File: config.mk
export PLATFORM = sky130hd
export DESIGN_NAME = ttt_game_ctrl
export DESIGN_NICKNAME = d
export VERILOG_FILES = /design/src/rtl/ttt_pkg.sv /design/src/rtl/ttt_line_eval.sv /design/src/rtl/ttt_game_ctrl.sv
export SDC_FILE = /design/constraint.sdc
export NUM_CORES = 1
export LEC_CHECK = 0
export BUFFER_PORTS_ARGS = -buffer_cell sky130_fd_sc_hd__buf_2
export CAP_MARGIN = 20
export CORE_MARGIN = 2
export CORE_UTILIZATION = 53
export DETAILED_ROUTE_END_ITERATION = 7
export HOLD_SLACK_MARGIN = 0.02
export PLACE_DENSITY = 0.82
export SYNTH_ARGS = -nofsm -noshare
export SYNTH_HDL_FRONTEND = slang
export SYNTH_SLANG_ARGS = --single-unit
File: constraint.sdc
create_clock -name clk -period 2.3 [get_ports clk]
set_clock_uncertainty 0.05 [all_clocks]
set_input_delay 0.69 -clock clk [delete_from_list [all_inputs] [get_ports clk]]
set_output_delay 0.69 -clock clk [all_outputs]
set_load 0.02 [all_outputs]
File: src/rtl/ttt_pkg.sv
// Shared types, constants and helpers for the tic-tac-toe referee.
package ttt_pkg;

  // ST_INIT is the post-reset holding state; play begins on the first edge after release.
  typedef enum logic [1:0] {
    ST_INIT  = 2'd0,
    ST_PLAY  = 2'd1,
    ST_CHECK = 2'd2,
    ST_OVER  = 2'd3
  } state_e;

  // Bit positions inside the 10-bit gameover vector.
  localparam int GO_ROW0  = 0;
  localparam int GO_ROW1  = 1;
  localparam int GO_ROW2  = 2;
  localparam int GO_COL0  = 3;
  localparam int GO_COL1  = 4;
  localparam int GO_COL2  = 5;
  localparam int GO_DIAG0 = 6;
  localparam int GO_DIAG1 = 7;
  localparam int GO_DRAW  = 8;
  localparam int GO_OVER  = 9;

  // Cell masks of the eight lines, ordered to match gameover[7:0]; bit = row*3+col.
  localparam logic [8:0] LINE_MASK [8] = '{
    9'b000_000_111,  // row 0
    9'b000_111_000,  // row 1
    9'b111_000_000,  // row 2
    9'b001_001_001,  // col 0
    9'b010_010_010,  // col 1
    9'b100_100_100,  // col 2
    9'b100_010_001,  // diagonal 0,4,8
    9'b001_010_100   // anti-diagonal 2,4,6
  };

  localparam logic [1:0] WIN_NONE = 2'b00;
  localparam logic [1:0] WIN_X    = 2'b01;
  localparam logic [1:0] WIN_O    = 2'b10;

  // {row,col} address to linear cell index row*3+col.
  function automatic logic [3:0] addr_to_idx(input logic [3:0] addr);
    return ({2'b00, addr[3:2]} * 4'd3) + {2'b00, addr[1:0]};
  endfunction

  // Address lies on the 3x3 board: column 3 and row 3 do not exist.
  function automatic logic addr_legal(input logic [3:0] addr);
    return (addr[1:0] != 2'd3) && (addr <= 4'hA);
  endfunction

endpackage

File: src/rtl/ttt_line_eval.sv
// Combinational line evaluator: which of the eight lines the mover owns, and
// whether the board has no empty cell left.
module ttt_line_eval
  import ttt_pkg::*;
(
  input  logic [8:0] bitmap,
  input  logic [8:0] occupied,
  output logic [7:0] lines,
  output logic       full
);

  // A line is complete when every cell of its mask is set in the mover's bitmap.
  // NOTE: every output gets a value on every path, so no latch can be inferred.
  always_comb begin
    lines = '0;
    for (int l = 0; l < 8; l++) begin
      lines[l] = ((bitmap & LINE_MASK[l]) == LINE_MASK[l]);
    end
    full = &occupied;
  end

endmodule

File: src/rtl/ttt_game_ctrl.sv
// Tic-tac-toe turn sequencer and referee: move handshake, legality checks,
// board bitmaps, win/draw detection and an optional per-turn timeout.
module ttt_game_ctrl
  import ttt_pkg::*;
#(
  parameter int TURN_TIMEOUT = 100_000_000,
  parameter int CNT_W        = 27
) (
  input  logic       clk,
  input  logic       rst_n,
  input  logic       new_game,
  input  logic       move_valid,
  input  logic [3:0] move_addr,
  output logic       move_ready,
  output logic       move_err,
  output logic [8:0] board_x,
  output logic [8:0] board_o,
  output logic       turn,
  output logic [9:0] gameover,
  output logic [1:0] winner,
  output logic       timeout
);

  localparam logic             TIMER_EN   = (TURN_TIMEOUT != 0);
  localparam logic [CNT_W-1:0] TIMER_LAST = CNT_W'(TURN_TIMEOUT - 1);

  state_e           state_q, state_d;
  logic [8:0]       board_x_q, board_x_d;
  logic [8:0]       board_o_q, board_o_d;
  logic             turn_q, turn_d;
  logic             first_q, first_d;  // side that opened the current game
  logic [9:0]       gameover_q, gameover_d;
  logic [1:0]       winner_q, winner_d;
  logic             move_err_q, move_err_d;
  logic             timeout_q, timeout_d;
  logic [CNT_W-1:0] timer_q, timer_d;

  logic [8:0] occupied;
  logic [8:0] mover_map;
  logic [8:0] cell_mask;
  logic       cell_free;
  logic       move_ok;
  logic [7:0] lines;
  logic       full;

  assign occupied  = board_x_q | board_o_q;
  assign mover_map = turn_q ? board_o_q : board_x_q;
  assign cell_mask = 9'b1 << addr_to_idx(move_addr);
  assign cell_free = ~|(occupied & cell_mask);
  assign move_ok   = addr_legal(move_addr) && cell_free;

  ttt_line_eval u_line_eval (
    .bitmap   (mover_map),
    .occupied (occupied),
    .lines    (lines),
    .full     (full)
  );

  // Next-state logic for the game sequencer, timer and board.
  always_comb begin
    state_d    = state_q;
    board_x_d  = board_x_q;
    board_o_d  = board_o_q;
    turn_d     = turn_q;
    first_d    = first_q;
    gameover_d = gameover_q;
    winner_d   = winner_q;
    timer_d    = timer_q;
    move_err_d = 1'b0;
    timeout_d  = 1'b0;

    if (new_game) begin
      // Alternate the opening side from game to game.
      state_d    = ST_PLAY;
      board_x_d  = '0;
      board_o_d  = '0;
      gameover_d = '0;
      winner_d   = WIN_NONE;
      timer_d    = '0;
      turn_d     = ~first_q;
      first_d    = ~first_q;
    end else begin
      unique case (state_q)
        ST_INIT: state_d = ST_PLAY;

        ST_PLAY: begin
          if (move_valid) begin
            if (move_ok) begin
              if (turn_q) board_o_d = board_o_q | cell_mask;
              else        board_x_d = board_x_q | cell_mask;
              timer_d = '0;
              state_d = ST_CHECK;
            end else begin
              // A rejected move keeps the clock running; it saturates so the
              // forfeit lands on the next idle cycle instead of clashing with move_err.
              move_err_d = 1'b1;
              if (TIMER_EN && timer_q != TIMER_LAST) timer_d = timer_q + CNT_W'(1);
            end
          end else if (TIMER_EN) begin
            if (timer_q == TIMER_LAST) begin
              timeout_d = 1'b1;
              turn_d    = ~turn_q;
              timer_d   = '0;
            end else begin
              timer_d = timer_q + CNT_W'(1);
            end
          end
        end

        ST_CHECK: begin
          if (|lines) begin
            gameover_d          = '0;
            gameover_d[7:0]     = lines;
            gameover_d[GO_OVER] = 1'b1;
            winner_d            = turn_q ? WIN_O : WIN_X;
            state_d             = ST_OVER;
          end else if (full) begin
            gameover_d          = '0;
            gameover_d[GO_DRAW] = 1'b1;
            gameover_d[GO_OVER] = 1'b1;
            winner_d            = WIN_NONE;
            state_d             = ST_OVER;
          end else begin
            turn_d  = ~turn_q;
            timer_d = '0;
            state_d = ST_PLAY;
          end
        end

        ST_OVER: ;  // hold everything until new_game

        default: state_d = ST_INIT;
      endcase
    end
  end

  // State register; every output below is taken straight from a flop.
  // NOTE: sequential state uses non-blocking assignments so all flops update together.
  always_ff @(posedge clk or negedge rst_n) begin
    if (!rst_n) begin
      state_q    <= ST_INIT;
      board_x_q  <= '0;
      board_o_q  <= '0;
      turn_q     <= 1'b0;
      first_q    <= 1'b0;
      gameover_q <= '0;
      winner_q   <= WIN_NONE;
      move_err_q <= 1'b0;
      timeout_q  <= 1'b0;
      timer_q    <= '0;
    end else begin
      state_q    <= state_d;
      board_x_q  <= board_x_d;
      board_o_q  <= board_o_d;
      turn_q     <= turn_d;
      first_q    <= first_d;
      gameover_q <= gameover_d;
      winner_q   <= winner_d;
      move_err_q <= move_err_d;
      timeout_q  <= timeout_d;
      timer_q    <= timer_d;
    end
  end

  assign move_ready = (state_q == ST_PLAY);
  assign move_err   = move_err_q;
  assign timeout    = timeout_q;
  assign board_x    = board_x_q;
  assign board_o    = board_o_q;
  assign turn       = turn_q;
  assign gameover   = gameover_q;
  assign winner     = winner_q;

endmodule

==> results of run 1 <==
-- power by group through the flow --
stage | Clock, mW | Combinational, mW | Sequential (mW)
finish | 0.992 | 1.22 | 1.22
global route | 1.04 | 1.29 | 1.23
detailed placement | 0 | 0.893 | 1.23
global placement | 0 | 0.863 | 1.23
floorplan | 0 | 0.514 | 1.26
CTS | 0.968 | 1.06 | 1.21
-- placed cells by master (no fill, tap or decap), types with 14 or more instances in the layout --
| cell | Yosys | final |
|---|---|---|
| dfrtp_1 | 63 | 62 |
| nand2_1 | 31 | 31 |
| nor2_1 | 41 | 40 |
| nand4_1 | 14 | 14 |
| o21ai_0 | 22 | 19 |
| nand3_1 | 24 | 22 |
| inv_1 | 31 | 27 |
| buf_2 | 0 | 38 |
| buf_4 | 0 | 92 |
-- registers in the layout, summed over array words and instances, names as in the netlist --
name and flops:
timer_q 27, gameover 10, board_o 9, board_x 9
state_q 2, winner 2, first_q 1, move_err 1
timeout 1, turn 1
-- routing by layer --
layer	share of wire, %	routed length (um)	vias to the layer above	global-route usage (%)
met5	0	0	-	0
met4	5.6	733	0	13.71
met3	6.8	893	74	6.126
met2	51	6600	245	54.68
met1	37	4833	1984	38.61
li1	-	-	1772	-
-- worst max-delay path: stages --
cell and delay (ps):
buf_8 80, inv_4 40, fa_1 580, inv_1 60, ha_2 170, inv_2 60, fa_2 490, or4_1 520
nand4_1 110, o221ai_2 100, o211a_1 260, a21o_1 190, or3_4 400, buf_12 160, buf_16 140, o31ai_2 230
-- stage by stage --
| stage | power [mW] | hold slack [ps] | setup WS, ps | cell area, um2 |
|---|---|---|---|---|
| after floorplan | 1.770 | 344.4 | -1872 | 3722 |
| after global placement | 2.090 | 402.8 | -1987 | 4673 |
| after detailed placement | 2.128 | 430.3 | -2123 | 4673 |
| after CTS | 3.237 | 132.3 | -1647 | 5162 |
| after global routing | 3.558 | 126.8 | -1870 | 5438 |
| final | 3.433 | 122.6 | -1772 | 5438 |
-- synthesized netlist by cell type, drive strengths merged, types with 7 or more instances --
| master | number | area (um2) |
|---|---|---|
| dfrtp | 63 | 1577 |
| nor2 | 41 | 153.9 |
| o21ai | 34 | 170.2 |
| inv | 31 | 116.4 |
| nand2 | 31 | 116.4 |
| nand3 | 24 | 120.1 |
| o31ai | 21 | 247.7 |
| o22ai | 16 | 100.1 |
| nand4 | 14 | 87.58 |
| clkbuf | 13 | 50.04 |
| a21oi | 10 | 50.05 |
| ha | 9 | 112.6 |
| buf | 7 | 71.31 |
| mux2i | 7 | 70.07 |
| nor3 | 7 | 35.03 |
-- layout make-up --
type,count,area (um2)
timing repair buffer,147,1179
sequential,63,1578
clock inverter,7,71.32
inverter,31,126.4
tap,96,120.1
multi-input combinational,288,2240
clock buffer,9,123.9
fill,387,1356
-- final timing paths --
path                              start          end  slack [ps]  cells after the start
max in group asynchronous         rst_n   timer_q[2]        1600                      2
setup reg to reg                   turn  timer_q[16]        -480                     11
setup / recovery           move_addr[3]  timer_q[16]       -1770                     16
hold / removal                    rst_n   board_o[7]         120                      1
hold reg to reg              timer_q[7]   timer_q[7]         450                      1
min in group clk             timer_q[7]   timer_q[7]         450                      1
-- logic make-up after synthesis --
group,after synthesis,synth area share (%)
buffers and inverters,51,6.418
and+or+nand+nor,153,20.91
muxes,7,1.892
DFF,63,42.57
adders and majority gates,11,4.122
xor gates and xnor gates,2,0.4731
AOI/OAI and AO/OA,115,23.62
-- timing repair --
| item | in CTS | in global routing |
|---|---|---|
| buffers inserted | 4 | 5 |
| pin swaps | 4 | 23 |
| resized for setup | 41 | 33 |
| gates cloned | 3 | 1 |
| setup endpoints to repair | 49 | 59 |
| hold buffers | 0 | 0 |
==> impl_metrics.tcl, run 1 <==
set metrics [dict create \
    powerDensity_nw_per_um2 631.3 \
    status "finished, violations left" \
    track_usage_pct 31.67 \
    antenna_found_initial 0 \
    combPwrFrac_pct 35.6 \
    global_route.overflow_total 0 \
    final_nets 559 \
    fp.dieH_um 87.60 \
    critPathKind "input port to flop" \
    netlist_instances 402 \
    placementRows 30 \
    synth_edf_count 0 \
    ios 42 \
    diodes 0 \
    avgSynthCellArea_um2 9.213 \
    worstPathMaxFanout 7 \
    dieArea_um2 7673 \
    final_antenna_net_count 0 \
    arrival_ps 4290 \
    leakage_nw 2.592 \
    setup_viol 55 \
    endpoint_kind "flop" \
    setup_tns_ps -71170 \
    netlist_area_um2 3704 \
    start_kind "input port" \
    hp-class "input port to asynchronous set/reset pin" \
    relSlewSlack_pct 68.41 \
    cts_buffers 9 \
    io_buffers 41 \
    violations "setup timing" \
    clk_latency_ps 360 \
    cts_tree "built" \
    synth-async-reset-ratio_pct 100.0 \
    synth_fp_nets 421 \
    p_clk_share_pct 28.9 \
    place.gp.congestion 0.9277 \
    fp.dieW_um 87.60 \
    ys_ff_latch 63 \
    clk_pin_slew_ps 80 \
    period_needed_ps 4072 \
    swShare_pct 36.02 \
    grt_pass1_wl_um 18770 \
    power.internal_mw 2.196 \
    routed_wl_um 13060 \
    drive_gt1_share_pct 42.02 \
    ys.flop_type "dfrtp_1" \
    place_inst 613 \
    max_cap_violations 0 \
    yosys_warnings 0 \
    seq_power_share_pct 35.5 \
    grt_pass1_vias 3892 \
    dp_hpwl_um 7475 \
    vias 4075 \
    ir_drop_v 0.0005093 \
    required_ps 2520 \
    core_area_um2 6794 \
    clockBufferDepth 2 \
    syn2layout_area_growth_pct 46.82 \
    cts-root-buf "clkbuf_8" \
    first_iter_violations 349 \
    drcViolationCount 0 \
    fmax_mhz 245.6 \
    start_util_pct 54.51 \
    rsz0062_at_grt "yes" \
    grt_start_max_net_pins 41 \
    final_cell_count_no_fill 641 \
    cts.sinks 63 \
    first_pass_iters 5 \
    avgRoutedWirePerCell_um 20.38 \
    ys_seq_area_share_pct 42.57 \
    fin_util_pct 80.04 \
    synth.distinct_cells 57 \
    vias_per_cell 6.357 \
    p_sw_mw 1.236 \
    setup_slack_ps -1772 \
    hold_violations 0 \
    worst_pin_slew_ps 473.4 \
    cts_htree_levels 3 \
    final-max-slew-violation-count 0 \
    fin_crit_sh_pct 177.0 \
]
No activity file was read; power rests on OpenSTA's default activity.
==> run 2, diff against run 1 <==
Settings changed: SKIP_LAST_GASP set to 1.
==> impl_metrics.tcl, run 2 (synthesized netlist as in run 1, its figures left out) <==
set metrics [dict create \
    finalInstanceArea_um2 5590 \
    clk_pin_slew_ps 80 \
    place_area_um2 4673 \
    hold_violations 0 \
    final-max-slew-violation-count 0 \
    slowest_delay_ps 650 \
    grt_start_max_net_pins 41 \
    final_cell_count_no_fill 648 \
    cp_num_buf_inv 6 \
    place.gp.congestion 0.9277 \
    max_cap_violations 0 \
    first_iter_violations 435 \
    crit_chain "buf_2, inv_2, fa_1, inv_1, ha_2, inv_2, fa_2, or4bb_1, nand4_1, o221ai_2, o211a_1, a21o_1, or3_4, buf_12, clkbuf_16, o31ai_4" \
    routed_wl_um 14760 \
    endpoint_kind "flop" \
    placementRows 30 \
    final_cell_mix "buf_4, dfrtp_1, nor2_1, buf_2, nand2_1" \
    cts_buffers 9 \
    hp-class "input port to asynchronous set/reset pin" \
    cts_htree_levels 3 \
    arrival_ps 4430 \
    antenna_found_initial 0 \
    dp_hpwl_um 7475 \
    relSlewSlack_pct 62.14 \
    slowest_stage "fa_2" \
    rsz0062_at_grt "yes" \
    io_buffers 41 \
    drcViolationCount 0 \
    cpMostUsedCell "inv_2" \
    largest-register "timer_q" \
    grt_pass1_vias 3974 \
    clk_latency_ps 370 \
    final_common_cell "buf_4" \
    violations "setup timing" \
    fmax_mhz 237.3 \
    critPathKind "input port to flop" \
    period_needed_ps 4215 \
    whs_ps 127.7 \
    ios 42 \
    place_ws_ps -2123 \
    place_inst 613 \
    start_util_pct 54.51 \
    status "finished, violations left" \
    first_pass_iters 8 \
    avgRoutedWirePerCell_um 22.77 \
    cts_tree "built" \
    worst_pin_slew_ps 563.1 \
    fin_util_pct 82.28 \
    worstPathMaxFanout 6 \
    path_delay_family "adder cells" \
    diodes 0 \
    setup_tns_ps -84570 \
    fp.dieH_um 87.60 \
    ctsHoldBuffers 0 \
    dieArea_um2 7673 \
    powerDensity_nw_per_um2 637.6 \
    clockBufferDepth 2 \
    setup_viol 59 \
    start_kind "input port" \
    largest_reg_flops 27 \
    syn2layout_area_growth_pct 50.95 \
    global_route.overflow_total 0 \
    drive_gt1_share_pct 43.12 \
    finalPower_mw 3.564 \
    grt_pass1_wl_um 19190 \
    core_area_um2 6794 \
    leakage_nw 2.633 \
    final_nets 566 \
    setup_slack_ps -1915 \
    required_ps 2520 \
    cts-root-buf "clkbuf_8" \
    vias_per_cell 6.705 \
    cts.sinks 63 \
    ir_drop_v 0.0004767 \
    fill_cells 342 \
    fin_crit_sh_pct 183.3 \
    fp.dieW_um 87.60 \
    final_antenna_net_count 0 \
    track_usage_pct 32.46 \
    vias 4345 \
]
run 2: cell types whose count changed in the layout (fill, tap and decap cells not counted), sizes merged:
cell | previous run | this run
buf | 146 | 152
clkbuf | 10 | 11
run 2: worst reg2reg max path, cell delays in order, from the launching register on:
cell and delay, ps:
dfrtp_1 450, buf_12 170, nand4_1 100, o41ai_2 110
nor4_1 480, buf_4 200, a41oi_1 200, a21o_1 240
or3_4 400, buf_12 160, clkbuf_16 160, o31ai_4 200
run 2: where the power goes:
part,total [mW],internal (mW),switching [mW]
Clock,1.02,0.500,0.518
Combinational,1.33,0.582,0.745
Sequential,1.22,1.16,0.0564
Total,3.56,2.25,1.32
run 2: layout make-up:
class | instances | area, um2 | share of cell area [%]
clock buffers | 9 | 123.9 | 2.216
clock inverters | 7 | 71.32 | 1.276
inverters | 31 | 123.9 | 2.216
multi-input cells | 288 | 2297 | 41.09
flip-flops and latches | 63 | 1577 | 28.20
well taps | 96 | 120.1 | 2.149
repair buffers | 154 | 1277 | 22.85
run 2: worst paths after layout:
kind                         startpoint  cells past startpoint  slack [ps]     endpoint
hold reg to reg                 first_q                      1         430      first_q
setup reg to reg                   turn                     11        -720  timer_q[13]
setup / recovery           move_addr[3]                     16       -1910  timer_q[13]
hold / removal                    rst_n                      1         130   board_o[7]
max in group asynchronous         rst_n                      2        1560   timer_q[2]
min in group clk                first_q                      1         430      first_q
run 2: repair_timing:
action,in CTS,in global routing
cloned,3,2
setup endpoints to repair,49,60
setup buffers,4,12
gates resized for setup,40,47
pin swaps,4,16
run 2: per-layer routing:
layer	wire, um	vias to the layer above	share of wire [%]	track usage [%]
li1	-	1787	-	-
met1	5176	2048	35	38.54
met2	7107	399	48	54.13
met3	1491	111	10	7.917
met4	982	0	6.7	17.90
met5	0	-	0	0
==> run 3, diff against run 2 <==
==> constraint.sdc (replaced) <==
create_clock -name clk -period 2.3 [get_ports clk]
set_clock_uncertainty 0.05 [all_clocks]
set_input_delay 0.575 -clock clk [delete_from_list [all_inputs] [get_ports clk]]
set_output_delay 0.575 -clock clk [all_outputs]
set_load 0.02 [all_outputs]
==> impl_metrics.tcl, run 3 (synthesized netlist as in run 1, its figures left out) <==
set metrics [dict create \
    status "finished, violations left" \
    violations "setup timing" \
    ir_drop_v 0.0004746 \
    grt_start_max_net_pins 41 \
    syn2layout_area_growth_pct 49.76 \
    finalInstanceArea_um2 5547 \
    setup_slack_ps -1720 \
    final_nets 566 \
    hold_violations 0 \
    fp.dieW_um 87.60 \
    final_antenna_net_count 0 \
    leakage_nw 2.657 \
    io_buffers 41 \
    fin_util_pct 81.64 \
    endpoint_kind "flop" \
    first_iter_violations 547 \
    clockBufferDepth 2 \
    required_ps 2510 \
    grt_pass1_vias 4059 \
    relSlewSlack_pct 62.84 \
    largest-register "timer_q" \
    start_util_pct 54.51 \
    whs_ps 473.7 \
    fmax_mhz 248.8 \
    dp_hpwl_um 7468 \
    rsz0062_at_grt "yes" \
    hp-class "flop to flop" \
    drive_gt1_share_pct 41.49 \
    first_pass_iters 7 \
    ios 42 \
    global_route.overflow_total 0 \
    powerDensity_nw_per_um2 636.1 \
    final_cell_mix "buf_4, dfrtp_1, nor2_1" \
    cts_tree "built" \
    diodes 0 \
    cts-root-buf "clkbuf_8" \
    largest_reg_flops 27 \
    worst_pin_slew_ps 557.3 \
    arrival_ps 4230 \
    period_needed_ps 4020 \
    avgRoutedWirePerCell_um 22.06 \
    max_cap_violations 0 \
    final-max-slew-violation-count 0 \
    fill_cells 352 \
    start_kind "input port" \
    place.gp.congestion 0.9309 \
    drcViolationCount 0 \
    fin_crit_sh_pct 174.8 \
    placementRows 30 \
    grt_pass1_wl_um 20060 \
    final_common_cell "buf_4" \
    core_area_um2 6794 \
    setup_viol 57 \
    clk_pin_slew_ps 80 \
    critPathKind "input port to flop" \
    clk_latency_ps 360 \
    cts_htree_levels 3 \
    routed_wl_um 14300 \
    cts.sinks 63 \
    dieArea_um2 7673 \
    cts_buffers 9 \
    worstPathMaxFanout 7 \
    place_area_um2 4648 \
    vias_per_cell 6.613 \
    track_usage_pct 34.18 \
    vias 4285 \
    antenna_found_initial 0 \
    fp.dieH_um 87.60 \
]
-- run 3: final timing paths --
path / from / endpoint / slack (ps) / cells after the start
max in group asynchronous: rst_n / timer_q[3] / 900 / 3
worst min register to register: gameover[7] / gameover[7] / 470 / 2
min in group asynchronous: rst_n / board_o[6] / 520 / 2
worst min-delay path: gameover[7] / gameover[7] / 470 / 2
worst max register to register: turn / timer_q[19] / -650 / 10
worst max-delay path: move_addr[3] / timer_q[19] / -1720 / 18
-- run 3: timing repair --
item / in CTS / in global routing
hold buffers: 1 / 0
resized for setup: 48 / 34
gates cloned: 4 / 0
hold endpoints to repair: 4 / 0
pin swaps: 12 / 15
setup buffers: 7 / 9
setup endpoints to repair: 57 / 60
-- run 3: area by class of cell --
| cell class | instances | area [um2] | area share (%) |
|---|---|---|---|
| Clock buffer | 9 | 123.9 | 2.233 |
| Clock inverter | 7 | 72.57 | 1.308 |
| Inverter | 31 | 123.9 | 2.233 |
| Multi-Input combinational cell | 288 | 2312 | 41.69 |
| Sequential cell | 63 | 1577 | 28.42 |
| Tap cell | 96 | 120.1 | 2.166 |
| Timing Repair Buffer | 154 | 1217 | 21.95 |
-- run 3: metrics by stage --
step           setup TNS [ps]  power (mW)  setup slack [ps]  cells
2_1_floorplan          -68980       1.770             -1757    402
3_3_place_gp           -78030       2.086             -1868    613
3_5_place_dp           -82060       2.125             -2081    613
4_1_cts                -59160       3.313             -1527    640
5_1_grt                -73940       3.628             -1795    648
6_report               -68530       3.528             -1720    648
-- run 3: critical path, stage by stage --
cell	delay (ps)
buf_2	100
inv_1	80
fa_1	430
inv_1	80
ha_2	170
inv_2	50
fa_2	590
buf_4	130
buf_4	100
nand4b_1	120
a21o_1	180
o211ai_1	170
o211a_1	300
a21o_1	190
or3_4	390
buf_12	160
buf_16	150
o31ai_4	250
-- run 3: routing by layer --
| layer | vias up | wire (um) | GRT usage [%] |
|---|---|---|---|
| met5 | - | 0 | 0 |
| met4 | 0 | 829 | 18.46 |
| met3 | 100 | 1117 | 7.163 |
| met2 | 320 | 7204 | 58.47 |
| met1 | 2079 | 5144 | 40.19 |
| li1 | 1786 | - | - |
-- run 3: power breakdown --
part           internal, mW  switching [mW]
logic                 0.561           0.743
registers              1.16          0.0611
clock network         0.502           0.499
